--- config.mk ---
export PLATFORM = sky130hd
export DESIGN_NAME = mul256_operand_sequencer
export DESIGN_NICKNAME = d
export VERILOG_FILES = /design/src/rtl/mul256_operand_sequencer.sv
export SDC_FILE = /design/constraint.sdc
export NUM_CORES = 1
export LEC_CHECK = 0
export CAP_MARGIN = 10
export CORE_AREA = 3 3 634 636
export CTS_BUF_LIST = sky130_fd_sc_hd__clkbuf_16
export DETAILED_ROUTE_END_ITERATION = 12
export DIE_AREA = 0 0 637 639
export GPL_TIMING_DRIVEN = 0
export HOLD_SLACK_MARGIN = 0.05
export SYNTH_ARGS = -nofsm -noshare
export SYNTH_HDL_FRONTEND = slang
export SYNTH_SLANG_ARGS = --single-unit
--- constraint.sdc ---
create_clock -name clk -period 2.2 [get_ports clk]
set_input_delay 0.44 -clock clk [delete_from_list [all_inputs] [get_ports clk]]
set_output_delay 0.44 -clock clk [all_outputs]
set_load 0.02 [all_outputs]
--- src/rtl/mul256_operand_sequencer.sv ---
// Operand sequencer for the 256x256 sequential multiplier.
// Collects operand A and then operand B from a narrow word stream. Raises the multiplier start
// level and keeps A/B frozen while the multiplier runs. Catches the product on the falling edge
// of busy and presents it downstream on a valid/ready handshake.
// Ports:
//   clk, rst_n          clock, asynchronous active-low reset
//   i_in_valid/o_in_ready/i_in_data   word stream: A words then B words, LS word first
//   o_mul_start         multiplier start level (low holds the multiplier in Init)
//   i_mul_busy          multiplier busy
//   o_mul_a/o_mul_b     registered operands
//   i_mul_c             multiplier product
//   o_res_valid/i_res_ready/o_res_data   captured product handshake
//   o_err_timeout       sticky: busy never rose after start
module mul256_operand_sequencer #(
   parameter int unsigned WORD_W  = 64,
   parameter int unsigned TIMEOUT = 16
) (
   input  logic              clk,
   input  logic              rst_n,
   input  logic              i_in_valid,
   output logic              o_in_ready,
   input  logic [WORD_W-1:0] i_in_data,
   output logic              o_mul_start,
   input  logic              i_mul_busy,
   output logic [255:0]      o_mul_a,
   output logic [255:0]      o_mul_b,
   input  logic [511:0]      i_mul_c,
   output logic              o_res_valid,
   input  logic              i_res_ready,
   output logic [511:0]      o_res_data,
   output logic              o_err_timeout
);

   localparam int unsigned NW     = 256 / WORD_W;
   localparam int unsigned CNT_W  = $clog2(2 * NW);
   localparam int unsigned WAIT_W = $clog2(TIMEOUT);

   localparam logic [CNT_W-1:0]  LAST_WORD = CNT_W'(2 * NW - 1);
   localparam logic [WAIT_W-1:0] WAIT_LAST = WAIT_W'(TIMEOUT - 1);

   localparam logic [1:0] ST_LOAD = 2'd0;
   localparam logic [1:0] ST_ARM  = 2'd1;
   localparam logic [1:0] ST_RUN  = 2'd2;
   localparam logic [1:0] ST_HOLD = 2'd3;

   logic [1:0]        r_state, w_state_d;
   logic [CNT_W-1:0]  r_cnt, w_cnt_d;
   logic [WAIT_W-1:0] r_wait, w_wait_d;
   logic              r_start, w_start_d;
   logic              r_res_valid, w_res_valid_d;
   logic              r_err, w_err_d;
   logic [255:0]      r_mul_a, r_mul_b;
   logic [511:0]      r_res_data;
   logic              w_xfer;
   logic              w_capture;

   // Ready depends on state alone so upstream never sees a combinational path from valid.
   assign o_in_ready = (r_state == ST_LOAD);
   assign w_xfer     = i_in_valid & o_in_ready;

   always_comb begin
      w_state_d     = r_state;
      w_cnt_d       = r_cnt;
      w_wait_d      = r_wait;
      w_start_d     = r_start;
      w_res_valid_d = r_res_valid;
      w_err_d       = r_err;
      w_capture     = 1'b0;
      case (r_state)
         ST_LOAD: begin
            w_start_d = 1'b0;
            if (w_xfer) begin
               if (r_cnt == LAST_WORD) begin
                  w_cnt_d   = '0;
                  w_wait_d  = '0;
                  w_start_d = 1'b1;
                  w_state_d = ST_ARM;
               end else begin
                  w_cnt_d = r_cnt + 1'b1;
               end
            end
         end
         ST_ARM: begin
            if (i_mul_busy) begin
               w_state_d = ST_RUN;
            end else if (r_wait == WAIT_LAST) begin
               // Multiplier never started: drop the operation and accept the next one.
               w_err_d   = 1'b1;
               w_start_d = 1'b0;
               w_state_d = ST_LOAD;
            end else begin
               w_wait_d = r_wait + 1'b1;
            end
         end
         ST_RUN: begin
            if (!i_mul_busy) begin
               w_capture     = 1'b1;
               w_res_valid_d = 1'b1;
               w_start_d     = 1'b0;
               w_state_d     = ST_HOLD;
            end
         end
         ST_HOLD: begin
            w_start_d = 1'b0;
            if (i_res_ready) begin
               w_res_valid_d = 1'b0;
               w_state_d     = ST_LOAD;
            end
         end
         default: begin
            w_start_d     = 1'b0;
            w_res_valid_d = 1'b0;
            w_state_d     = ST_LOAD;
         end
      endcase
   end

   always_ff @(posedge clk or negedge rst_n) begin
      if (!rst_n) begin
         r_state     <= ST_LOAD;
         r_cnt       <= '0;
         r_wait      <= '0;
         r_start     <= 1'b0;
         r_res_valid <= 1'b0;
         r_err       <= 1'b0;
      end else begin
         r_state     <= w_state_d;
         r_cnt       <= w_cnt_d;
         r_wait      <= w_wait_d;
         r_start     <= w_start_d;
         r_res_valid <= w_res_valid_d;
         r_err       <= w_err_d;
      end
   end

   // Operand words land at fixed slots; transfers only happen in LOAD, so A/B stay frozen
   // from the start rise until the product is handed off.
   always_ff @(posedge clk or negedge rst_n) begin
      if (!rst_n) begin
         r_mul_a    <= '0;
         r_mul_b    <= '0;
         r_res_data <= '0;
      end else begin
         for (int k = 0; k < NW; k++) begin
            if (w_xfer && (r_cnt == CNT_W'(k))) begin
               r_mul_a[k*WORD_W +: WORD_W] <= i_in_data;
            end
            if (w_xfer && (r_cnt == CNT_W'(NW + k))) begin
               r_mul_b[k*WORD_W +: WORD_W] <= i_in_data;
            end
         end
         if (w_capture) begin
            r_res_data <= i_mul_c;
         end
      end
   end

   assign o_mul_start   = r_start;
   assign o_mul_a       = r_mul_a;
   assign o_mul_b       = r_mul_b;
   assign o_res_valid   = r_res_valid;
   assign o_res_data    = r_res_data;
   assign o_err_timeout = r_err;

endmodule

# After elaboration in Yosys (flattened, before gate mapping)
# Index checks and enable logic that the tools add are counted.
# W data, S select, Z words.
word_totals:
  register_bits: 1036
  latchBits: 0
  ram_bits: 0
  rom_bits: 0
  in_bits: 581
  output_inout_bits: 1028
  memories: 0
op_classes:
  add_sub_neg: 2
  multipliers: 0
  div: 0
  magnitude_cmp: 0
  n_eq_ne: 19
  shift: 0
  mux: 24
  n_bitwise: 2
  n_reduce_logical: 18
ops:
  columns: ["operator", "count"]
  rows:
  - ["$mux W4", 4]
  - ["$eq A3 B3 Y1 const B", 4]
  - ["$mux W2", 6]
  - ["$ne A2 B2 Y1 const B", 5]
  - ["$reduce_and A5 Y1", 2]
  - ["$mux W1", 9]
  - ["$reduce_and A3 Y1", 3]
  - ["$logic_and A1 B1 Y1", 8]
  - ["$pmux W2 S4", 1]
  - ["$pmux W4 S2", 1]
  - ["$eq A3 B2 Y1 const B", 2]
  - ["$add A4 B1 Y4 const B", 1]
  - ["$eq A2 B2 Y1 const B", 2]
  - ["$eq A4 B4 Y1 const B", 1]
  - ["$ne A2 B1 Y1 const B", 2]
  - ["$pmux W1 S4", 1]
  - ["$reduce_bool A2 Y1", 2]
  - ["$add A3 B1 Y3 const B", 1]
  - ["$eq A3 B1 Y1 const B", 1]
  - ["$logic_not A3 Y1", 1]
  - ["$mux W3", 1]
  - ["$ne A3 B3 Y1 const B", 1]
  - ["$eq A2 B1 Y1 const B", 1]
  - ["$logic_not A2 Y1", 1]
  - ["other kinds (4)", 4]

# Logic depth before layout (Yosys ltp)
# Gate-level depths: netlist (run 1).
depth:
  word_depth: 4
  ltp_mapped: 8
  depth_no_buf: 5

# Least setup slack after synthesis (run 1)
# No wires, ideal clock.
synth_path:
  path_kind: "register -> register"
  from: "register r_cnt[0]"
  to: "register r_mul_b[247], in the netlist o_mul_b[247]"
  setup_ps: 125
  arrival_time_ps: 1841
  required_time_ps: 2075
  slack_ps: 234
  stages_incl_launch_ff: 8
  n_path_buf: 3
  cell_sequence: "dfrtp_1 > ha_1 > ha_1 > nor4bb_1 > clkbuf_1 > buf_2 > buf_2 > mux2_2"
synth_via:
  elab_chain_cells: 2
synth_lines:
  columns: ["item", "line", "source"]
  rows:
  - ["from (decl)", "47", "logic [CNT_W-1:0] r_cnt, w_cnt_d;"]
  - ["from (signal assigned)", "128", "r_cnt <= w_cnt_d;"]
  - ["$eq A3 B3 Y1", "148", "if (w_xfer && (r_cnt == CNT_W'(NW + k))) begin"]
  - ["$logic_and A1 B1 Y1", "148", null]
  - ["to (signal, indexed assignment)", "149", "r_mul_b[k*WORD_W +: WORD_W] <= i_in_data;"]
  - ["to (decl)", "52", "logic [255:0] r_mul_a, r_mul_b;"]
# Every way passes these cells.
# A chain may end at the register's enable or synchronous reset.

==> flow_summary_export.csv, run 1 <==
group,metric,value,unit
worst_setup_path,end_kind,"register",
clock_tree,numCtsBuffers,143,
worst_setup_path,worst-path-buf-inv,5,
die,rows,231,
global_route,grt_max_degree,173,
worst_setup_path,cp_top_family,"buffers and inverters",
sta,tightest_slew,1460,ps
die,die-height,639,um
clock_tree,cts_sinks,1036,
sta,maxSlewHeadroom,2.67,%
worst_setup_path,r2r_cells,8,
global_route,antenna_found_initial,74,
yosys,avgSynthCellArea,17.4,um2
worst_setup_path,reg2reg_slack,-130,ps
worst_setup_path,start_kind,"register",
worst_setup_path,max_stage_delay,420,ps
route,remaining_drc_errors,0,
worst_setup_path,crit_fanout,5,
worst_setup_path,crit_slowest_cell,"dfrtp_1",
status,violations,"negative hold slack, negative setup slack",
worst_setup_path,crit_required,2870,ps
die,core_area,396000,um2
global_route,grt_usage,14.3,%
sta,hold_slack,-377,ps
die,io_pins,1609,
global_route,grt_pass1_vias,30600,
run,max-cap-violations,0,
place,gp_congestion,1.01,
sta,setup_viol,146,
sta,skew,58.2,ps
sta,rsz0062_at_grt,"true",
finish,final_util,18.1,%
finish,seqCellArea,26000,um2
finish,instances_no_fill,9532,
yosys,syn_area,38900,um2
clock_tree,htreeDepth,4,
worst_setup_path,path_cells,"buf_6 > or3b_4 > buf_6 > nor3b_4 > buf_6 > buf_12 > clkbuf_16 > mux2_4",
power,powerDensity,1630,nW/um2
worst_setup_path,critPathKind,"register to register",
power,vdd_ir_drop_max,903,uV
route,wl_per_cell,32.5,um
clock_tree,worstSkewPairLatency,820,ps
finish,drive_gt1_share,42.1,%
route,routed_wl,310000,um
worst_setup_path,r2r_end,"o_mul_a[162]",
worst_setup_path,crit_top_cell,"buf_6",
yosys,synth_cells,2237,
yosys,synth_cell_types,34,
yosys,synth_most_common_cell,"dfrtp_1",
global_route,grt_pass1_wl,374000,um
sta,fin_crit,2330,ps
finish,multi_input_area,13800,um2
route,via_per_inst,3.07,
yosys,synth_top_area_share,66.6,%
sta,hold_viol,107,
yosys,synth_flop_cell,"dfrtp_1",
place,io_buffer_count,1608,
sta,fmax,429,MHz
clock_tree,clockBufferDepth,4,
yosys,yosys.area.top_type,"dfrtp_1",
place,pre_cts_slack,-1720,ps
place,placedInstanceArea,61800,um2
yosys,synthesis.nets,2825,
clock_tree,cts_tree,"done",
yosys,yosysWarnings,0,
yosys,async_flop_share,100,%
global_route,gr-total-overflow,0,
power,total_leakage_power,37.1,nW
route,drt_iter0_drc,1656,
yosys,synth_edf_count,0,
clock_tree,clk_pin_slew,60,ps
place,dp_hpwl,252000,um
finish,finalNetCount,4710,
sta,finalMaxSlewViolations,0,
yosys,synthTopCellsByArea,"dfrtp_1, mux2_2, mux2_4",
route,drt_first_pass_iters,5,
sta,finalCritPeriodShare,106,%
worst_hold_path,hp-class,"input port to async pin",
status,status,"complete, but fails checks",
die,design.die.area,407000,um2
yosys,yosys-top-cells-count,"dfrtp_1, mux2_2, mux2_4, buf_2, buf_4",
die,die_width,637,um
finish,fillCellCount,43000,
finish,areaGrowthSynthToFinish,84.0,%
route,vias,29300,
die,start_util,9.82,%
worst_setup_path,crit_arrival,3000,ps
yosys,ys_seq_elements,1036,
clock_tree,root_buffer,"clkbuf_16",
finish,finalInstanceArea,71600,um2
place,dp_cells,9096,
route,antenna_left,0,
yosys,ys_seq_area_share,66.6,%
sta,setup_ws,-134,ps
## worst register-to-register path, cell delays in order, from the launching register on
cell       delay [ps]
dfrtp_1           420
buf_6             140
or3b_4            370
buf_6             140
nor3b_4           220
buf_6             140
buf_12            180
clkbuf_16         250
mux2_4            330
## routing by layer
layer | vias up | routed length (um) | GRT usage [%]
met5 | - | 152 | 0
met4 | 22 | 15000 | 5.00
met3 | 377 | 27000 | 5.13
met2 | 1344 | 156000 | 25.5
met1 | 15700 | 112000 | 15.5
li1 | 11800 | - | -
## flip-flops by register name, summed over array words and instances, names as in the netlist, named ones only
signal         cells
o_res_data       512
o_mul_a          256
o_mul_b          256
r_wait             4
r_cnt              3
o_err_timeout      1
o_mul_start        1
o_res_valid        1
r_state            1
## cell families (layout without fill, tap and decap cells)
group | Yosys count | count (layout) | synth area share (%)
DFF | 1036 | 1036 | 66.6
muxes | 1028 | 1028 | 30.3
buffers and inverters | 122 | 2115 | 2.10
and+or+nand+nor | 29 | 29 | 0.486
AOI/OAI and AO/OA | 14 | 14 | 0.222
adders and majority gates | 7 | 7 | 0.225
xor gates and xnor gates | 1 | 1 | 0.0225
other | 0 | 60 | 0
## cell type report
class                      count  area share (%)
antenna                       60           0.210
inverter                       5          0.0262
buffer                        98            2.15
clock inverter               106            1.08
timing repair buffer        1759            26.6
clock buffer                 147            5.14
tap                         5242            9.16
multi-input combinational   1079            19.3
sequential                  1036            36.3
## placed cells by master (no fill, tap or decap), drive strengths merged, types with 2 or more instances in the layout
cell / instances
nor3b: 3
nand2b: 4
mux2i: 2
nor4b: 2
o21ai: 4
nand2: 4
buf: 258
bufbuf: 2
a21oi: 4
dlygate4sd2: 147
and3: 2
bufinv: 7
dlymetal6s2s: 592
a31oi: 2
clkdlybuf4s50: 579
clkinv: 57
mux2: 1026
inv: 41
dfrtp: 1036
clkinvlp: 6
diode: 60
nor2b: 3
clkdlybuf4s15: 41
clkbuf: 384
ha: 7
nand3: 3
nand4b: 2
## report_power, final
group | leakage (nW) | switching [W] | internal, W
sequential | 12.6 | 0.00754 | 0.0282
clock | 2.29 | 0.00988 | 0.0130
combinational | 22.2 | 0.0322 | 0.0259
## worst max path at each step
stage | start | to | slack (ps) | cells past startpoint
2_1_floorplan | r_cnt[0] | o_mul_b[247] | 230 | 7
4_1_cts | register | o_res_data[99] | -270 | 10
6_report | register | o_mul_a[162] | -130 | 8
3_3_place_gp | rst_n | o_res_data[208] | -50250 | 1
5_1_grt | register | o_res_data[359] | -200 | 8
3_5_place_dp | i_mul_busy | o_res_data[119] | -1720 | 6
## metrics by stage
step | TNS (ps) | total power, W
floorplan | 0 | 0.0554
global placement | - | 0.0913
detailed placement | -1450880 | 0.0916
CTS | -231140 | 0.117
global route | -64730 | 0.121
finish | -6670 | 0.117
## timing repair
item                                    4_1_cts  5_1_grt
endpoints found under the setup margin     2160     1913
gates resized for setup                     983     1564
pin swaps                                     0        2
buffers inserted                             54       52
gates cloned                                 38       29
hold endpoints to repair                    107      107
(Power assumes the default switching activity.)
==> inputs of run 2 (changes only) <==
Settings changed: REMOVE_ABC_BUFFERS from default to 1, SKIP_LAST_GASP from default to 1.
==> flow_summary_export.csv, run 2 (synthesis results as in run 1) <==
group,metric,value,unit
status,status,"complete, but fails checks",
status,violations,"negative hold slack, negative setup slack",
route,routed_wl,287000,um
sta,fmax,357,MHz
sta,hold_slack,-365,ps
finish,finalInstanceArea,69500,um2
finish,final_cell_mix,"clkdlybuf4s50_1, dfrtp_1, mux2_2",
place,io_buffer_count,1608,
finish,instances_no_fill,9543,
die,design.die.area,407000,um2
power,total_leakage_power,28.0,nW
worst_setup_path,end_kind,"register",
sta,maxSlewHeadroom,29.1,%
global_route,grt_usage,13.5,%
power,powerDensity,1660,nW/um2
finish,final_util,17.5,%
clock_tree,numCtsBuffers,143,
clock_tree,clk_pin_slew,60,ps
clock_tree,cts_hold_buffers,3,
route,via_per_inst,3.05,
global_route,gr-total-overflow,0,
clock_tree,cts_sinks,1036,
sta,skew,57.3,ps
worst_setup_path,crit_arrival,3500,ps
clock_tree,clockBufferDepth,4,
worst_setup_path,critPathKind,"register to register",
sta,setup_ws,-599,ps
die,io_pins,1609,
die,die-height,639,um
worst_setup_path,crit_fanout,8,
finish,drive_gt1_share,35.6,%
clock_tree,worstSkewPairLatency,810,ps
finish,areaGrowthSynthToFinish,78.6,%
worst_hold_path,hp-class,"input port to async pin",
run,max-cap-violations,0,
sta,finalMaxSlewViolations,0,
sta,finalSetupTns,-260800,ps
die,core_area,396000,um2
finish,finalNetCount,4733,
die,start_util,9.82,%
route,drt_first_pass_iters,5,
die,rows,231,
place,dp_cells,9100,
route,vias,29100,
global_route,grt_pass1_vias,30200,
clock_tree,cts_tree,"done",
global_route,grt_max_degree,185,
clock_tree,htreeDepth,4,
route,antenna_left,0,
finish,largest_reg_flops,512,
global_route,antenna_found_initial,160,
sta,rsz0062_at_grt,"true",
place,dp_hpwl,240000,um
sta,setup_viol,1601,
sta,fin_crit,2800,ps
power,vdd_ir_drop_max,1020,uV
sta,hold_viol,135,
place,gp_congestion,0.947,
global_route,grt_pass1_wl,355000,um
worst_setup_path,start_kind,"register",
finish,final_common_cell,"clkdlybuf4s50_1",
route,drt_iter0_drc,1627,
die,die_width,637,um
place,placedInstanceArea,62500,um2
worst_setup_path,r2r_cells,16,
clock_tree,root_buffer,"clkbuf_16",
route,wl_per_cell,30.1,um
route,remaining_drc_errors,0,
worst_setup_path,crit_required,2900,ps
sta,tightest_slew,1060,ps
sta,finalCritPeriodShare,127,%
-- run 2: changes by cell type in the layout (fill, tap and decap cells not counted), sizes merged, moves of 6 or more --
| cell | previous run | this run |
|---|---|---|
| buf | 258 | 264 |
| clkdlybuf4s15 | 41 | 0 |
| clkdlybuf4s50 | 579 | 1563 |
| dlymetal6s2s | 592 | 0 |
| clkbuf | 384 | 150 |
| diode | 60 | 47 |
| dlygate4sd2 | 147 | 41 |
-- run 2: per-stage QoR --
| step | power [W] | worst slack, ps |
|---|---|---|
| final | 0.115 | -599 |
| after floorplan | 0.0416 | -39060 |
| after CTS | 0.118 | -579 |
| after detailed placement | 0.0906 | -2930 |
| after global placement | 0.0574 | -69900 |
| after global routing | 0.120 | -626 |
-- run 2: final cells by class --
cell class              instances  area [um2]
diodes                         47         118
clock buffers                 145        3630
clock inverters               109         962
fillers                     43100      327000
inverters                       5        18.8
multi-input cells            1079       12400
flip-flops and latches       1036       25900
well taps                    5242        6560
repair buffers               1880       19900
-- run 2: worst max-delay path: stages (launching register included) --
cell and delay (ps):
dfrtp_2 430, nor3b_4 170, buf_12 150, buf_16 140, buf_16 140, buf_12 130
buf_12 130, buf_12 120, buf_12 120, buf_12 120, buf_12 120, buf_12 130
buf_12 120, buf_12 130, buf_12 130, buf_12 130, mux2_2 270
-- run 2: path summary, 6_finish.rpt --
check                         startpoint               to  slack (ps)
max                             register  o_res_data[167]        -600
min                                rst_n      o_mul_a[71]        -360
max reg2reg                     register  o_res_data[167]        -600
min reg2reg                o_err_timeout    o_err_timeout         490
max in group asynchronous          rst_n  o_res_data[134]        -190
min in group clk             i_mul_c[43]   o_res_data[43]         230
-- run 2: metal layers --
| layer | wire length (um) | track usage (%) | up-vias |
|---|---|---|---|
| met5 | 104 | 0 | - |
| met1 | 104000 | 14.4 | 15200 |
| met3 | 25400 | 5.08 | 470 |
| met4 | 9720 | 3.61 | 16 |
| met2 | 148000 | 24.6 | 1478 |
| li1 | - | - | 11900 |
-- run 2: timing repair --
item,4_1_cts,5_1_grt
gates cloned,12,3
endpoints found under the hold margin,138,135
resized for setup,230,28
buffers inserted,90,47
pin swaps,5,3
setup endpoints to repair,2014,1959
-- run 2: power breakdown --
group	total (W)	internal [W]	leakage, nW	switching, W
combinational	0.0583	0.0267	13.0	0.0316
sequential	0.0336	0.0281	12.7	0.00543
clock	0.0235	0.0135	2.32	0.00998
total	0.115	0.0683	28.0	0.0470
==> inputs of run 3 (changes only) <==
Settings changed: ABC_AREA from default to 1.
Clock period 2.2 ns to 2.7 ns, I/O delays scaled along.
==> flow_summary_export.csv, run 3 <==
group,metric,value,unit
sta,setup_viol,0,
sta,hold_viol,0,
global_route,grt_pass1_vias,29800,
global_route,grt_max_degree,158,
worst_setup_path,start_kind,"register",
clock_tree,worstSkewPairLatency,850,ps
power,total_power,0.0920,W
die,io_pins,1609,
place,gp_congestion,0.872,
power,powerDensity,1390,nW/um2
yosys,synth_flop_cell,"dfrtp_1",
yosys,synth_edf_count,0,
yosys,ys_seq_area_share,66.6,%
sta,fmax,383,MHz
sta,maxSlewHeadroom,32.2,%
die,rows,231,
place,pre_cts_slack,-1350,ps
route,antenna_left,0,
sta,finalMaxSlewViolations,0,
clock_tree,clk_pin_slew,60,ps
yosys,synth_top_area_share,66.6,%
yosys,synth_cells,2886,
power,vdd_ir_drop_max,708,uV
clock_tree,htreeDepth,4,
global_route,grt_pass1_wl,354000,um
die,start_util,9.82,%
worst_setup_path,critPathKind,"register to register",
worst_setup_path,crit_required,3440,ps
power,total_leakage_power,27.3,nW
sta,skew,101,ps
yosys,yosys-top-cells-count,"dfrtp_1, nand2_1, mux2_2, o21ai_0, o21ai_2",
route,drt_iter0_drc,2074,
sta,setup_ws,87.5,ps
clock_tree,numCtsBuffers,146,
sta,fin_crit,2610,ps
finish,drive_gt1_share,19.0,%
yosys,synth_most_common_cell,"dfrtp_1",
worst_setup_path,reg2reg_slack,90,ps
run,max-cap-violations,0,
sta,tightest_slew,1020,ps
yosys,yosysWarnings,0,
route,routed_wl,287000,um
status,status,"completed",
global_route,gr-total-overflow,0,
yosys,async_flop_share,100,%
worst_setup_path,r2r_start,"r_state[0]",
route,wl_per_cell,28.9,um
yosys,synthTopCellsByArea,"dfrtp_1, mux2_2, nand2_1",
finish,final_cell_mix,"clkdlybuf4s50_1, dfrtp_1, nand2_1",
finish,finalNetCount,5118,
global_route,grt_usage,13.5,%
place,io_buffer_count,1608,
worst_setup_path,crit_path_end,"o_res_data[278]",
worst_hold_path,hp-class,"input port to async pin",
route,drt_first_pass_iters,5,
finish,areaGrowthSynthToFinish,69.9,%
global_route,antenna_found_initial,170,
finish,seqCellArea,25900,um2
worst_setup_path,r2r_cells,8,
sta,rsz0062_at_grt,"false",
worst_setup_path,crit_start,"r_state[0]",
worst_setup_path,r2r_end,"o_res_data[278]",
finish,largest_reg_flops,512,
finish,fillCellCount,43700,
finish,multi_input_area,11200,um2
worst_setup_path,crit_fanout,39,
sta,finalCritPeriodShare,96.8,%
route,via_per_inst,3.06,
die,die_width,637,um
worst_setup_path,crit_arrival,3350,ps
yosys,yosys.area.top_type,"dfrtp_1",
yosys,syn_area,38900,um2
yosys,ys_seq_elements,1036,
die,core_area,396000,um2
yosys,avgSynthCellArea,13.5,um2
die,die-height,639,um
clock_tree,cts_tree,"done",
clock_tree,cts_sinks,1036,
route,vias,30300,
clock_tree,root_buffer,"clkbuf_16",
route,remaining_drc_errors,0,
place,dp_hpwl,237000,um
finish,final_common_cell,"clkdlybuf4s50_1",
clock_tree,clockBufferDepth,4,
worst_setup_path,end_kind,"register",
yosys,synth_cell_types,24,
die,design.die.area,407000,um2
==> run 3: cell count changes after synthesis, sizes merged, moves of 13 or more <==
cell	previous run	this run
nand2	4	534
o21ai	4	519
mux2	1026	512
inv	5	77
clkbuf	3	44
nand3	3	18
buf	114	127
==> run 3: layer usage <==
metal  global-route usage, %  part of all wire (%)  vias up  routed length, um
li1                        -                     -    13100                  -
met1                    14.1                    35    15300             102000
met2                    24.6                    52     1432             149000
met3                    4.78                   8.3      459              23700
met4                    5.19                   4.4       18              12500
met5                       0                 0.043        -                123
==> run 3: logic make-up after synthesis <==
family | Yosys count | synth area share [%]
flops | 1036 | 66.6
simple gates | 561 | 5.63
compound gates | 521 | 8.01
mux | 512 | 14.8
buf+inv | 248 | 4.64
fa+ha+maj | 7 | 0.225
xor+xnor | 1 | 0.0225
==> run 3: worst min path at each step <==
| stage | from | endpoint | cells past startpoint |
|---|---|---|---|
| after floorplan | rst_n | async pin | 0 |
| after global routing | rst_n | o_mul_b[72] | 5 |
| after CTS | rst_n | o_mul_b[165] | 4 |
| after global placement | o_err_timeout | o_err_timeout | 1 |
| final | rst_n | o_mul_b[78] | 5 |
| after detailed placement | rst_n | o_res_data[154] | 1 |
==> run 3: what timing repair did <==
item	4_1_cts	5_1_grt
cloned	9	0
buffers inserted	6	0
hold buffers	5	5
endpoints found under the setup margin	860	46
pin swaps	2	0
resized for setup	247	9
hold endpoints to repair	120	3
==> run 3: layout make-up <==
type,instances,share of cell area (%)
multi-input cells,1603,17.0
inverters,77,0.437
flip-flops and latches,1036,39.2
clock inverters,108,1.31
repair buffers,1666,26.3
clock buffers,149,5.64
diodes,34,0.129
well taps,5242,9.92
==> run 3: power by group <==
part / total, W / internal [W] / switching, W
clock network: 0.0192 / 0.0110 / 0.00814
logic: 0.0455 / 0.0183 / 0.0272
registers: 0.0274 / 0.0232 / 0.00414
total: 0.0920 / 0.0525 / 0.0395
==> run 3: stage by stage <==
step	instances	util (%)	area, um2	setup TNS, ps	hold slack [ps]
2_1_floorplan	2715	-	37400	-7289750	244
3_3_place_gp	9565	15.2	60000	-	446
3_5_place_dp	9600	15.4	61100	-722070	418
4_1_cts	9877	16.6	65900	0	-44.3
5_1_grt	9901	16.7	66100	0	106
6_report	9915	16.7	66100	0	133
==> run 3: critical path, cell delays in order, from the launching register on <==
cell,delay [ps]
dfrtp_2,450
inv_2,80
nand3_4,120
buf_12,200
buf_16,210
buf_16,190
buf_16,230
bufbuf_16,420
mux2_2,360
